<file path="src/rtl/pipe_ctrl_pkg.sv">
// Shared types and defaults for the pipeline hazard/stall controller.
// Holds the FSM encoding, bus widths and the BUSY timeout default.
package pipe_ctrl_pkg;

    localparam int ADDR_W           = 32;
    localparam int REG_W            = 5;
    localparam int BUSY_TIMEOUT_DEF = 64;
    localparam int STALL_CNT_W_DEF  = 32;

    typedef enum logic {
        ST_RUN  = 1'b0,
        ST_BUSY = 1'b1
    } state_t;

    // Timeout counter only has to reach BUSY_TIMEOUT-1.
    function automatic int tmo_width(input int timeout);
        return (timeout > 1) ? $clog2(timeout) : 1;
    endfunction

endpackage

</file>
<file path="src/rtl/pipe_ctrl_if.sv">
// Pipeline <-> controller signal bundle: hazard inputs from the pipeline
// stages and the hold/flush/redirect controls going back to them.
interface pipe_ctrl_if
    import pipe_ctrl_pkg::*;
#(
    parameter int CNT_W = STALL_CNT_W_DEF
);
    logic              jump_en_i;
    logic [ADDR_W-1:0] jump_addr_i;
    logic              ex_is_load_i;
    logic [REG_W-1:0]  ex_rd_addr_i;
    logic              id_rs1_ren_i;
    logic [REG_W-1:0]  id_rs1_addr_i;
    logic              id_rs2_ren_i;
    logic [REG_W-1:0]  id_rs2_addr_i;
    logic              div_start_i;
    logic              div_done_i;
    logic              bus_hold_i;

    logic              hold_pc_o;
    logic              hold_if_id_o;
    logic              hold_id_ex_o;
    logic              flush_if_id_o;
    logic              flush_id_ex_o;
    logic              jump_en_o;
    logic [ADDR_W-1:0] jump_addr_o;
    logic              busy_o;
    logic              timeout_err_o;
    logic [CNT_W-1:0]  stall_cnt_o;

    modport master (
        output jump_en_i, jump_addr_i, ex_is_load_i, ex_rd_addr_i,
               id_rs1_ren_i, id_rs1_addr_i, id_rs2_ren_i, id_rs2_addr_i,
               div_start_i, div_done_i, bus_hold_i,
        input  hold_pc_o, hold_if_id_o, hold_id_ex_o, flush_if_id_o, flush_id_ex_o,
               jump_en_o, jump_addr_o, busy_o, timeout_err_o, stall_cnt_o
    );

    modport slave (
        input  jump_en_i, jump_addr_i, ex_is_load_i, ex_rd_addr_i,
               id_rs1_ren_i, id_rs1_addr_i, id_rs2_ren_i, id_rs2_addr_i,
               div_start_i, div_done_i, bus_hold_i,
        output hold_pc_o, hold_if_id_o, hold_id_ex_o, flush_if_id_o, flush_id_ex_o,
               jump_en_o, jump_addr_o, busy_o, timeout_err_o, stall_cnt_o
    );

endinterface

</file>
<file path="src/rtl/pipe_hazard_det.sv">
// Load-use detector: a load in EX writing a register that ID is about to read.
// x0 is hard-wired zero, so it never creates a dependency.
module pipe_hazard_det
    import pipe_ctrl_pkg::*;
(
    input  logic             ex_is_load,
    input  logic [REG_W-1:0] ex_rd_addr,
    input  logic             rs1_ren,
    input  logic [REG_W-1:0] rs1_addr,
    input  logic             rs2_ren,
    input  logic [REG_W-1:0] rs2_addr,
    output logic             load_use
);

    logic rs1_hit;
    logic rs2_hit;

    assign rs1_hit  = rs1_ren && (rs1_addr == ex_rd_addr);
    assign rs2_hit  = rs2_ren && (rs2_addr == ex_rd_addr);
    assign load_use = ex_is_load && (ex_rd_addr != '0) && (rs1_hit || rs2_hit);

endmodule

</file>
<file path="src/rtl/pipe_ctrl.sv">
// Pipeline hold/flush/redirect controller with a BUSY state for multi-cycle EX ops.
// state   | meaning
// ST_RUN  | normal issue; jumps, div start and load-use bubbles handled here
// ST_BUSY | multi-cycle op in EX; front end held until done or timeout
module pipe_ctrl
    import pipe_ctrl_pkg::*;
#(
    parameter int BUSY_TIMEOUT = BUSY_TIMEOUT_DEF,
    parameter int CNT_W        = STALL_CNT_W_DEF
) (
    input  logic       clk,
    input  logic       rst_n,
    pipe_ctrl_if.slave ctrl
);

    localparam int              TMO_W    = tmo_width(BUSY_TIMEOUT);
    localparam logic [TMO_W-1:0] TMO_LAST = TMO_W'(BUSY_TIMEOUT - 1);

    state_t            state;
    state_t            state_nxt;
    logic              pend_vld;
    logic [ADDR_W-1:0] pend_addr;
    logic [TMO_W-1:0]  tmo_cnt;
    logic              timeout_err;
    logic [CNT_W-1:0]  stall_cnt;

    logic              load_use;
    logic              hold_pc;
    logic              hold_if_id;
    logic              hold_id_ex;
    logic              flush_if_id;
    logic              flush_id_ex;
    logic              jump_en;
    logic [ADDR_W-1:0] jump_addr;
    logic              pend_set;
    logic              pend_clr;
    logic              tmo_hit;

    pipe_hazard_det u_hazard (
        .ex_is_load (ctrl.ex_is_load_i),
        .ex_rd_addr (ctrl.ex_rd_addr_i),
        .rs1_ren    (ctrl.id_rs1_ren_i),
        .rs1_addr   (ctrl.id_rs1_addr_i),
        .rs2_ren    (ctrl.id_rs2_ren_i),
        .rs2_addr   (ctrl.id_rs2_addr_i),
        .load_use   (load_use)
    );

    always_comb begin
        hold_pc     = 1'b0;
        hold_if_id  = 1'b0;
        hold_id_ex  = 1'b0;
        flush_if_id = 1'b0;
        flush_id_ex = 1'b0;
        jump_en     = 1'b0;
        jump_addr   = '0;
        pend_set    = 1'b0;
        pend_clr    = 1'b0;
        tmo_hit     = 1'b0;
        state_nxt   = state;

        if (ctrl.bus_hold_i) begin
            hold_pc    = 1'b1;
            hold_if_id = 1'b1;
            hold_id_ex = 1'b1;
            pend_set   = ctrl.jump_en_i && !pend_vld;
        end else if (state == ST_BUSY) begin
            hold_pc    = !ctrl.div_done_i;
            hold_if_id = !ctrl.div_done_i;
            hold_id_ex = !ctrl.div_done_i;
        end else if (pend_vld || ctrl.jump_en_i) begin
            jump_en     = 1'b1;
            jump_addr   = pend_vld ? pend_addr : ctrl.jump_addr_i;
            flush_if_id = 1'b1;
            flush_id_ex = 1'b1;
            pend_clr    = 1'b1;
        end else if (ctrl.div_start_i) begin
            hold_pc    = 1'b1;
            hold_if_id = 1'b1;
            hold_id_ex = 1'b1;
            state_nxt  = ST_BUSY;
        end else if (load_use) begin
            hold_pc     = 1'b1;
            hold_if_id  = 1'b1;
            flush_id_ex = 1'b1;
        end

        // BUSY exit does not depend on bus_hold_i; the holds above cover that case.
        if (state == ST_BUSY) begin
            if (ctrl.div_done_i) begin
                state_nxt = ST_RUN;
            end else if (tmo_cnt == TMO_LAST) begin
                state_nxt = ST_RUN;
                tmo_hit   = 1'b1;
            end
        end
    end

    always_ff @(posedge clk or negedge rst_n) begin
        if (!rst_n) begin
            state       <= ST_RUN;
            pend_vld    <= 1'b0;
            pend_addr   <= '0;
            tmo_cnt     <= '0;
            timeout_err <= 1'b0;
            stall_cnt   <= '0;
        end else begin
            state <= state_nxt;

            if (state == ST_RUN && state_nxt == ST_BUSY) begin
                tmo_cnt <= '0;
            end else if (state == ST_BUSY) begin
                tmo_cnt <= tmo_cnt + TMO_W'(1);
            end

            if (pend_set) begin
                pend_vld  <= 1'b1;
                pend_addr <= ctrl.jump_addr_i;
            end else if (pend_clr) begin
                pend_vld <= 1'b0;
            end

            if (tmo_hit) begin
                timeout_err <= 1'b1;
            end

            if (hold_pc && stall_cnt != '1) begin
                stall_cnt <= stall_cnt + CNT_W'(1);
            end
        end
    end

    // Controls are combinational from inputs, so force them quiet while in reset.
    assign ctrl.hold_pc_o     = rst_n & hold_pc;
    assign ctrl.hold_if_id_o  = rst_n & hold_if_id;
    assign ctrl.hold_id_ex_o  = rst_n & hold_id_ex;
    assign ctrl.flush_if_id_o = rst_n & flush_if_id;
    assign ctrl.flush_id_ex_o = rst_n & flush_id_ex;
    assign ctrl.jump_en_o     = rst_n & jump_en;
    assign ctrl.jump_addr_o   = rst_n ? jump_addr : '0;
    assign ctrl.busy_o        = (state == ST_BUSY);
    assign ctrl.timeout_err_o = timeout_err;
    assign ctrl.stall_cnt_o   = stall_cnt;

endmodule
</file>
<file path="src/flat_wrapper.sv">
// flat-port wrapper written by rule: the top's interface ports become plain ports
module pipe_ctrl_flat import pipe_ctrl_pkg::*;
#(
    parameter int BUSY_TIMEOUT = BUSY_TIMEOUT_DEF,
    parameter int CNT_W        = STALL_CNT_W_DEF
)
  (clk, rst_n, ctrl_jump_en_i, ctrl_jump_addr_i, ctrl_ex_is_load_i, ctrl_ex_rd_addr_i, ctrl_id_rs1_ren_i, ctrl_id_rs1_addr_i, ctrl_id_rs2_ren_i, ctrl_id_rs2_addr_i, ctrl_div_start_i, ctrl_div_done_i, ctrl_bus_hold_i, ctrl_hold_pc_o, ctrl_hold_if_id_o, ctrl_hold_id_ex_o, ctrl_flush_if_id_o, ctrl_flush_id_ex_o, ctrl_jump_en_o, ctrl_jump_addr_o, ctrl_busy_o, ctrl_timeout_err_o, ctrl_stall_cnt_o);
  pipe_ctrl_if #(.CNT_W(CNT_W)) ctrl_i ();
  input  logic clk;
  input  logic rst_n;
  input wire logic [$bits(ctrl_i.jump_en_i)-1:0] ctrl_jump_en_i;
  input wire logic [$bits(ctrl_i.jump_addr_i)-1:0] ctrl_jump_addr_i;
  input wire logic [$bits(ctrl_i.ex_is_load_i)-1:0] ctrl_ex_is_load_i;
  input wire logic [$bits(ctrl_i.ex_rd_addr_i)-1:0] ctrl_ex_rd_addr_i;
  input wire logic [$bits(ctrl_i.id_rs1_ren_i)-1:0] ctrl_id_rs1_ren_i;
  input wire logic [$bits(ctrl_i.id_rs1_addr_i)-1:0] ctrl_id_rs1_addr_i;
  input wire logic [$bits(ctrl_i.id_rs2_ren_i)-1:0] ctrl_id_rs2_ren_i;
  input wire logic [$bits(ctrl_i.id_rs2_addr_i)-1:0] ctrl_id_rs2_addr_i;
  input wire logic [$bits(ctrl_i.div_start_i)-1:0] ctrl_div_start_i;
  input wire logic [$bits(ctrl_i.div_done_i)-1:0] ctrl_div_done_i;
  input wire logic [$bits(ctrl_i.bus_hold_i)-1:0] ctrl_bus_hold_i;
  output wire logic [$bits(ctrl_i.hold_pc_o)-1:0] ctrl_hold_pc_o;
  output wire logic [$bits(ctrl_i.hold_if_id_o)-1:0] ctrl_hold_if_id_o;
  output wire logic [$bits(ctrl_i.hold_id_ex_o)-1:0] ctrl_hold_id_ex_o;
  output wire logic [$bits(ctrl_i.flush_if_id_o)-1:0] ctrl_flush_if_id_o;
  output wire logic [$bits(ctrl_i.flush_id_ex_o)-1:0] ctrl_flush_id_ex_o;
  output wire logic [$bits(ctrl_i.jump_en_o)-1:0] ctrl_jump_en_o;
  output wire logic [$bits(ctrl_i.jump_addr_o)-1:0] ctrl_jump_addr_o;
  output wire logic [$bits(ctrl_i.busy_o)-1:0] ctrl_busy_o;
  output wire logic [$bits(ctrl_i.timeout_err_o)-1:0] ctrl_timeout_err_o;
  output wire logic [$bits(ctrl_i.stall_cnt_o)-1:0] ctrl_stall_cnt_o;
  assign ctrl_i.jump_en_i = ctrl_jump_en_i;
  assign ctrl_i.jump_addr_i = ctrl_jump_addr_i;
  assign ctrl_i.ex_is_load_i = ctrl_ex_is_load_i;
  assign ctrl_i.ex_rd_addr_i = ctrl_ex_rd_addr_i;
  assign ctrl_i.id_rs1_ren_i = ctrl_id_rs1_ren_i;
  assign ctrl_i.id_rs1_addr_i = ctrl_id_rs1_addr_i;
  assign ctrl_i.id_rs2_ren_i = ctrl_id_rs2_ren_i;
  assign ctrl_i.id_rs2_addr_i = ctrl_id_rs2_addr_i;
  assign ctrl_i.div_start_i = ctrl_div_start_i;
  assign ctrl_i.div_done_i = ctrl_div_done_i;
  assign ctrl_i.bus_hold_i = ctrl_bus_hold_i;
  assign ctrl_hold_pc_o = ctrl_i.hold_pc_o;
  assign ctrl_hold_if_id_o = ctrl_i.hold_if_id_o;
  assign ctrl_hold_id_ex_o = ctrl_i.hold_id_ex_o;
  assign ctrl_flush_if_id_o = ctrl_i.flush_if_id_o;
  assign ctrl_flush_id_ex_o = ctrl_i.flush_id_ex_o;
  assign ctrl_jump_en_o = ctrl_i.jump_en_o;
  assign ctrl_jump_addr_o = ctrl_i.jump_addr_o;
  assign ctrl_busy_o = ctrl_i.busy_o;
  assign ctrl_timeout_err_o = ctrl_i.timeout_err_o;
  assign ctrl_stall_cnt_o = ctrl_i.stall_cnt_o;
  pipe_ctrl #(.BUSY_TIMEOUT(BUSY_TIMEOUT), .CNT_W(CNT_W)) u_core (.clk(clk), .rst_n(rst_n), .ctrl(ctrl_i));
endmodule
</file>
<file path="config.mk">
export PLATFORM = sky130hd
export DESIGN_NAME = pipe_ctrl_flat
export DESIGN_NICKNAME = d
export VERILOG_FILES = /design/src/rtl/pipe_ctrl_pkg.sv /design/src/rtl/pipe_ctrl_if.sv /design/src/rtl/pipe_hazard_det.sv /design/src/rtl/pipe_ctrl.sv /design/src/flat_wrapper.sv
export SDC_FILE = /design/constraint.sdc
export NUM_CORES = 1
export LEC_CHECK = 0
export BUFFER_PORTS_ARGS = -buffer_cell sky130_fd_sc_hd__buf_2
export CORE_AREA = 10 10 97 108
export CTS_CLUSTER_DIAMETER = 40
export DETAILED_ROUTE_END_ITERATION = 10
export DIE_AREA = 0 0 107 118
export PLACE_DENSITY = 0.81
export SETUP_SLACK_MARGIN = 0.02
export SYNTH_ARGS = -nofsm -noshare
export SYNTH_HDL_FRONTEND = slang
export SYNTH_SLANG_ARGS = --single-unit
</file>
<file path="constraint.sdc">
create_clock -name clk -period 1.9 [get_ports clk]
set_clock_uncertainty 0.2 [all_clocks]
set_input_delay 0.19 -clock clk [delete_from_list [all_inputs] [get_ports clk]]
set_output_delay 0.19 -clock clk [all_outputs]
set_load 0.1 [all_outputs]
</file>
# After elaboration in Yosys (flattened, before gate mapping)
# Cells that the tools add are included.
# op_classes
mux	34
reduce_logical	14
bitwise	5
eq_ne	4
n_addsub	2
# op_table
op	count
$mux W32	5
$add A32 B1 Y32 const B	1
$ne A32 B32 Y1 const B	1
$mux W1	27
$mux W6	2
$eq A5 B5 Y1	2
$logic_and A1 B1 Y1	7
$add A6 B1 Y6 const B	1
$eq A6 B6 Y1 const B	1
$reduce_bool A5 Y1	1
$and A1 B1 Y1	4
$reduce_bool A2 Y1	2
$logic_not A1 Y1	2
$logic_or A1 B1 Y1	2
$not A1 Y1	1
# totals
out_inout_bits	72
register_bits	73

# Depth between registers and ports, before layout
# depth
word_depth	10
mapped_depth	9
depth_no_buf	7

# Hierarchy
# From an unflattened synthesis, not the netlist that was laid out.
# hier_totals
hier_cells	356
hier_area_um2	3836.2
# modules_own_cells
module	area_per_inst_um2	cells_per_inst	n_inst	seq_area_each_um2
pipe_ctrl	3702.3	339	1	1826.8
pipe_hazard_det	133.9	17	1	0.0

# Worst setup path before layout
# No wires, ideal clock.
# synth_timing
path_type	flip-flop to output port
start	reg u_core.state, in the netlist u_core.ctrl.busy_o
end	out ctrl_jump_en_o
t_arrival_ps	3134
path_slack_ps	-1624
stages_incl_launch_ff	6
path_buffers	2
cell_sequence	dfrtp_1 clkbuf_1 nor2_1 nand2_1 nor2_1 buf_4
# synth_between
elab_chain_cells	3
# synth_rtl
element	line	rtl
from (decl)	pipe_ctrl.sv:19	state_t state;
from (signal assigned)	pipe_ctrl.sv:108	state <= state_nxt;
$mux W1 (2 in a row)	--	
$and A1 B1 Y1	--	
to (decl)	flat_wrapper.sv:27	output wire logic [$bits(ctrl_i.jump_en_o)-1:0] ctrl_jump_en_o;
# Every way passes these cells.

# Worst setup path after layout
# layout_timing
start	reg u_core.pend_vld
end	out ctrl_jump_addr_o[31]
# layout_between
elab_chain_cells	5
# layout_rtl
element	line	rtl
from (decl)	pipe_ctrl.sv:21	logic pend_vld;
from (signal assigned)	pipe_ctrl.sv:102	pend_vld <= 1'b0;
from (signal assigned)	pipe_ctrl.sv:117	pend_vld <= 1'b1;
from (signal assigned)	pipe_ctrl.sv:120	pend_vld <= 1'b0;
$mux W32 or $logic_or A1 B1 Y1 (tied branches)	pipe_ctrl.sv:73, pipe_ctrl.sv:71	
$mux W32 (*)	pipe_ctrl.sv:71	end else if (pend_vld || ctrl.jump_en_i) begin
$mux W32 (*)	pipe_ctrl.sv:67	end else if (state == ST_BUSY) begin
$mux W32 (*)	pipe_ctrl.sv:62	if (ctrl.bus_hold_i) begin
$mux W32 (*)	pipe_ctrl.sv:140	assign ctrl.jump_addr_o = rst_n ? jump_addr : '0;
to (decl)	flat_wrapper.sv:28	output wire logic [$bits(ctrl_i.jump_addr_o)-1:0] ctrl_jump_addr_o;
# Every way passes the cells marked *; elsewhere a longest branch is shown, timed or not.

==> results.md <==
* Peak supply drop at between 1500 and 2000 uV
* Yosys reg bits at 73
* Die area at around 13,000 sq um
* Worst-margin pin slew at a little over 500 ps
* Initial Utilization at between 40% and 50%
* Ratio of cells with drive above 1 in the final layout at about two thirds
* Vias at 4,066
* Leak Pwr at between 3 and 4 nW
* Cell taking the most area after synthesis: dfrtp_1
* Die H at about 120 um
* Min cycle time layout at ~2300 ps
* Routability Congestion at roughly 0.86
* Total grt overflow at 0
* Setup Viol. Count Final at 70
* Routed wire length at ~17,000 um
* Syn Inst Count at 349
* Port buffer count at ~130
* Max Transition Viols Final at 0
* Syn Std Cell Area at around 3700 sq um
* Cells along the critical path: buf_6, nor2b_4, buf_6, a22oi_1, nor2_4, buf_12
* DR iter-0 viols at between 200 and 300
* Setup TNS at -17,300 ps
* Violated checks: setup timing
* Critical R2R Capture: u_core.ctrl.stall_cnt_o[29]
* Multi-input gate area at 2495 sq um
* Drt drc at 0
* Tightest Hold Check Type: input port to flop
* Syn_area_per_cell at between 10 and 15 sq um
* Most common cell after layout, fill and taps aside: buf_2
* Crit path required time at between 1500 and 2000 ps
* Commonest non-fill, non-tap cells in the layout: buf_2 (88), buf_4 (57), buf_12 (43)
* WL/cell at 24.70 um
* Clk sink count at 73
* Nets at 636
* IO Pins at 128
* Die width at about 110 um
* Global-route wire length before repair at 22,340 um
* Vias in the first global route at between 4,000 and 5,000
* Core area at about 8200 sq um
* # rows at 35
* Hold Path Sink: u_core.ctrl.busy_o
* Max Root-Sink Buffers at 2
* HP Start: ctrl_div_start_i
* CP arrival at 1920 ps
* Filler Cells Inserted at 379
* Worst-path fanout max at 5
* Synth Warn # at 0
* Critical path's most frequent cell: buf_6
* Largest net degree at the start of global routing at 37
* RSZ-0062 raised after global routing: yes
* Fin crit share at 121.4%
* Worst setup SP type: flop
* Achievable frequency at around 430 MHz
* Status: complete, but fails checks
* Worst reg2reg path depth at 7
* Root Buffer: clkbuf_8
* Max incr delay on CP at 450 ps
* TritonCTS buffer count at 9
* Slew HR at approximately 66%
* Largest cells by area after synthesis: dfrtp_1 (49%), mux2_2 (10%), xnor2_1 (8.9%)
* Setup WS post-layout at -405.8 ps
* Yosys cell types at 37
* Hold path cells at 4
* All-layer global routing usage at between 20% and 30%
* Antenna violations before repair at 0
* Total chip power at about 0.0064 W
* DR pass1 iterations at 4
* Synth top area share at 48.89%
* Clk_lat worst skew at around 360 ps
* Sequential cell area fraction in the yosys report at 48.89%
* Antenna diode count at 0
* Worst-path clk slew at approximately 80 ps
* Worst Setup End Kind: output pin
* Syn-to-layout area delta at 89.65%
* Pwr dens at 906.5 nW/um^2
* Final hold vios at 0
* Hpwl dp at between 9000 and 10,000 um
* CP max-delay cell: dfrtp_1
* R2R Setup Slk at -250 ps
* Crit Path Class: flop to output pin
* CTS tree: done
* Worst R2R Start: u_core.ctrl.busy_o
* Remaining antenna violation count at 0
* Max Cap Viol at 0
* Vias per inst at ~5.9
* Register area at roughly 1900 sq um
* Mapped Nets at approximately 410
* H-tree lvl count at 3
kinds of logic after synthesis:
| group | after synthesis | synth area share, % |
|---|---|---|
| AOI/OAI and AO/OA | 46 | 9.143 |
| adders and majority gates | 2 | 0.6697 |
| DFF | 73 | 48.89 |
| and+or+nand+nor | 126 | 17.55 |
| muxes | 34 | 10.25 |
| buffers and inverters | 23 | 2.947 |
| xor gates and xnor gates | 45 | 10.55 |
worst max-delay path, delay by kind of cell (launching register included):
kind / cells / cell delay [ps]
buffers and inverters: 3 / 530
AO/OA/AOI/OAI: 1 / 130
AND/OR/NAND/NOR: 2 / 440
flip-flops: 1 / 450
timing repair:
item / in CTS / in global routing
endpoints found under the hold margin: 106 / 0
hold buffers: 34 / 0
buffers inserted: 13 / 9
pin swaps: 31 / 51
resized for setup: 42 / 48
endpoints found under the setup margin: 70 / 70
cloned: 3 / 5
per-layer routing:
| metal | part of all wire (%) | GRT usage [%] |
|---|---|---|
| met3 | 7.4 | 4.929 |
| met4 | 4.4 | 8.898 |
| met1 | 37 | 24.29 |
| met2 | 51 | 38.94 |
| met5 | 0 | 0 |
synth_stat cells (all sizes together):
library cell and n:
dfrtp 73, nor2 48, xnor2 38, mux2 34
a22oi 31, nand2 22, and3 14, clkbuf 14
nand3 14, nand4 12, buf 8, xor2 7
a22o 5, and2 5, a21oi 3, and4 3
o21ai 3, ha 2, nor2b 2, nor4 2
a21o 1, a41o 1, and3b 1, inv 1
nand3b 1, nor3 1, o22ai 1, o31ai 1
or4 1
sequential cells by signal (all words and copies together), names as in the netlist:
| name | flops |
|---|---|
| u_core.tmo_cnt | 6 |
| u_core.ctrl.timeout_err_o | 1 |
| u_core.pend_addr | 32 |
| u_core.ctrl.busy_o | 1 |
| u_core.ctrl.stall_cnt_o | 32 |
| u_core.pend_vld | 1 |
power by group:
part	total, W	internal (W)	switching, W
sequential	0.00204	0.00182	0.000222
clock	0.00170	0.00108	0.000620
combinational	0.00268	0.000965	0.00172
layout make-up:
class / instances / area share [%]
multi-input combinational: 256 / 35.21
timing repair buffer: 237 / 32.40
sequential: 73 / 26.47
clock buffer: 11 / 2.137
tap: 111 / 1.960
clock inverter: 5 / 1.766
inverter: 1 / 0.05298
metrics by stage:
step                      hold slack [ps]  instance area, sq um  utilization (%)  instances  setup slack, ps
after floorplan                    -305.6                  4192                -        349           -440.7
after global placement             -169.0                  5766            70.03        615           -255.7
after detailed placement           -167.5                  5766            70.03        615           -322.9
after CTS                           6.185                  6663            80.93        681           -240.5
after global routing                74.20                  7086            86.06        694           -427.9
final                               84.80                  7086            86.06        694           -405.8
worst max-delay path by stage:
| stage | start | endpoint | slack, ps | cells after the start |
|---|---|---|---|---|
| 2_1_floorplan | u_core.ctrl.stall_cnt_o[20] | u_core.ctrl.stall_cnt_o[0] | -440 | 8 |
| 3_3_place_gp | ctrl_ex_rd_addr_i[1] | u_core.ctrl.stall_cnt_o[1] | -260 | 7 |
| 3_5_place_dp | ctrl_ex_rd_addr_i[2] | u_core.ctrl.stall_cnt_o[17] | -320 | 10 |
| 4_1_cts | u_core.pend_vld | ctrl_jump_addr_o[19] | -240 | 6 |
| 5_1_grt | u_core.pend_vld | ctrl_jump_addr_o[12] | -430 | 6 |
| 6_report | u_core.pend_vld | ctrl_jump_addr_o[31] | -410 | 6 |
No activity file was read; power rests on OpenSTA's default activity.
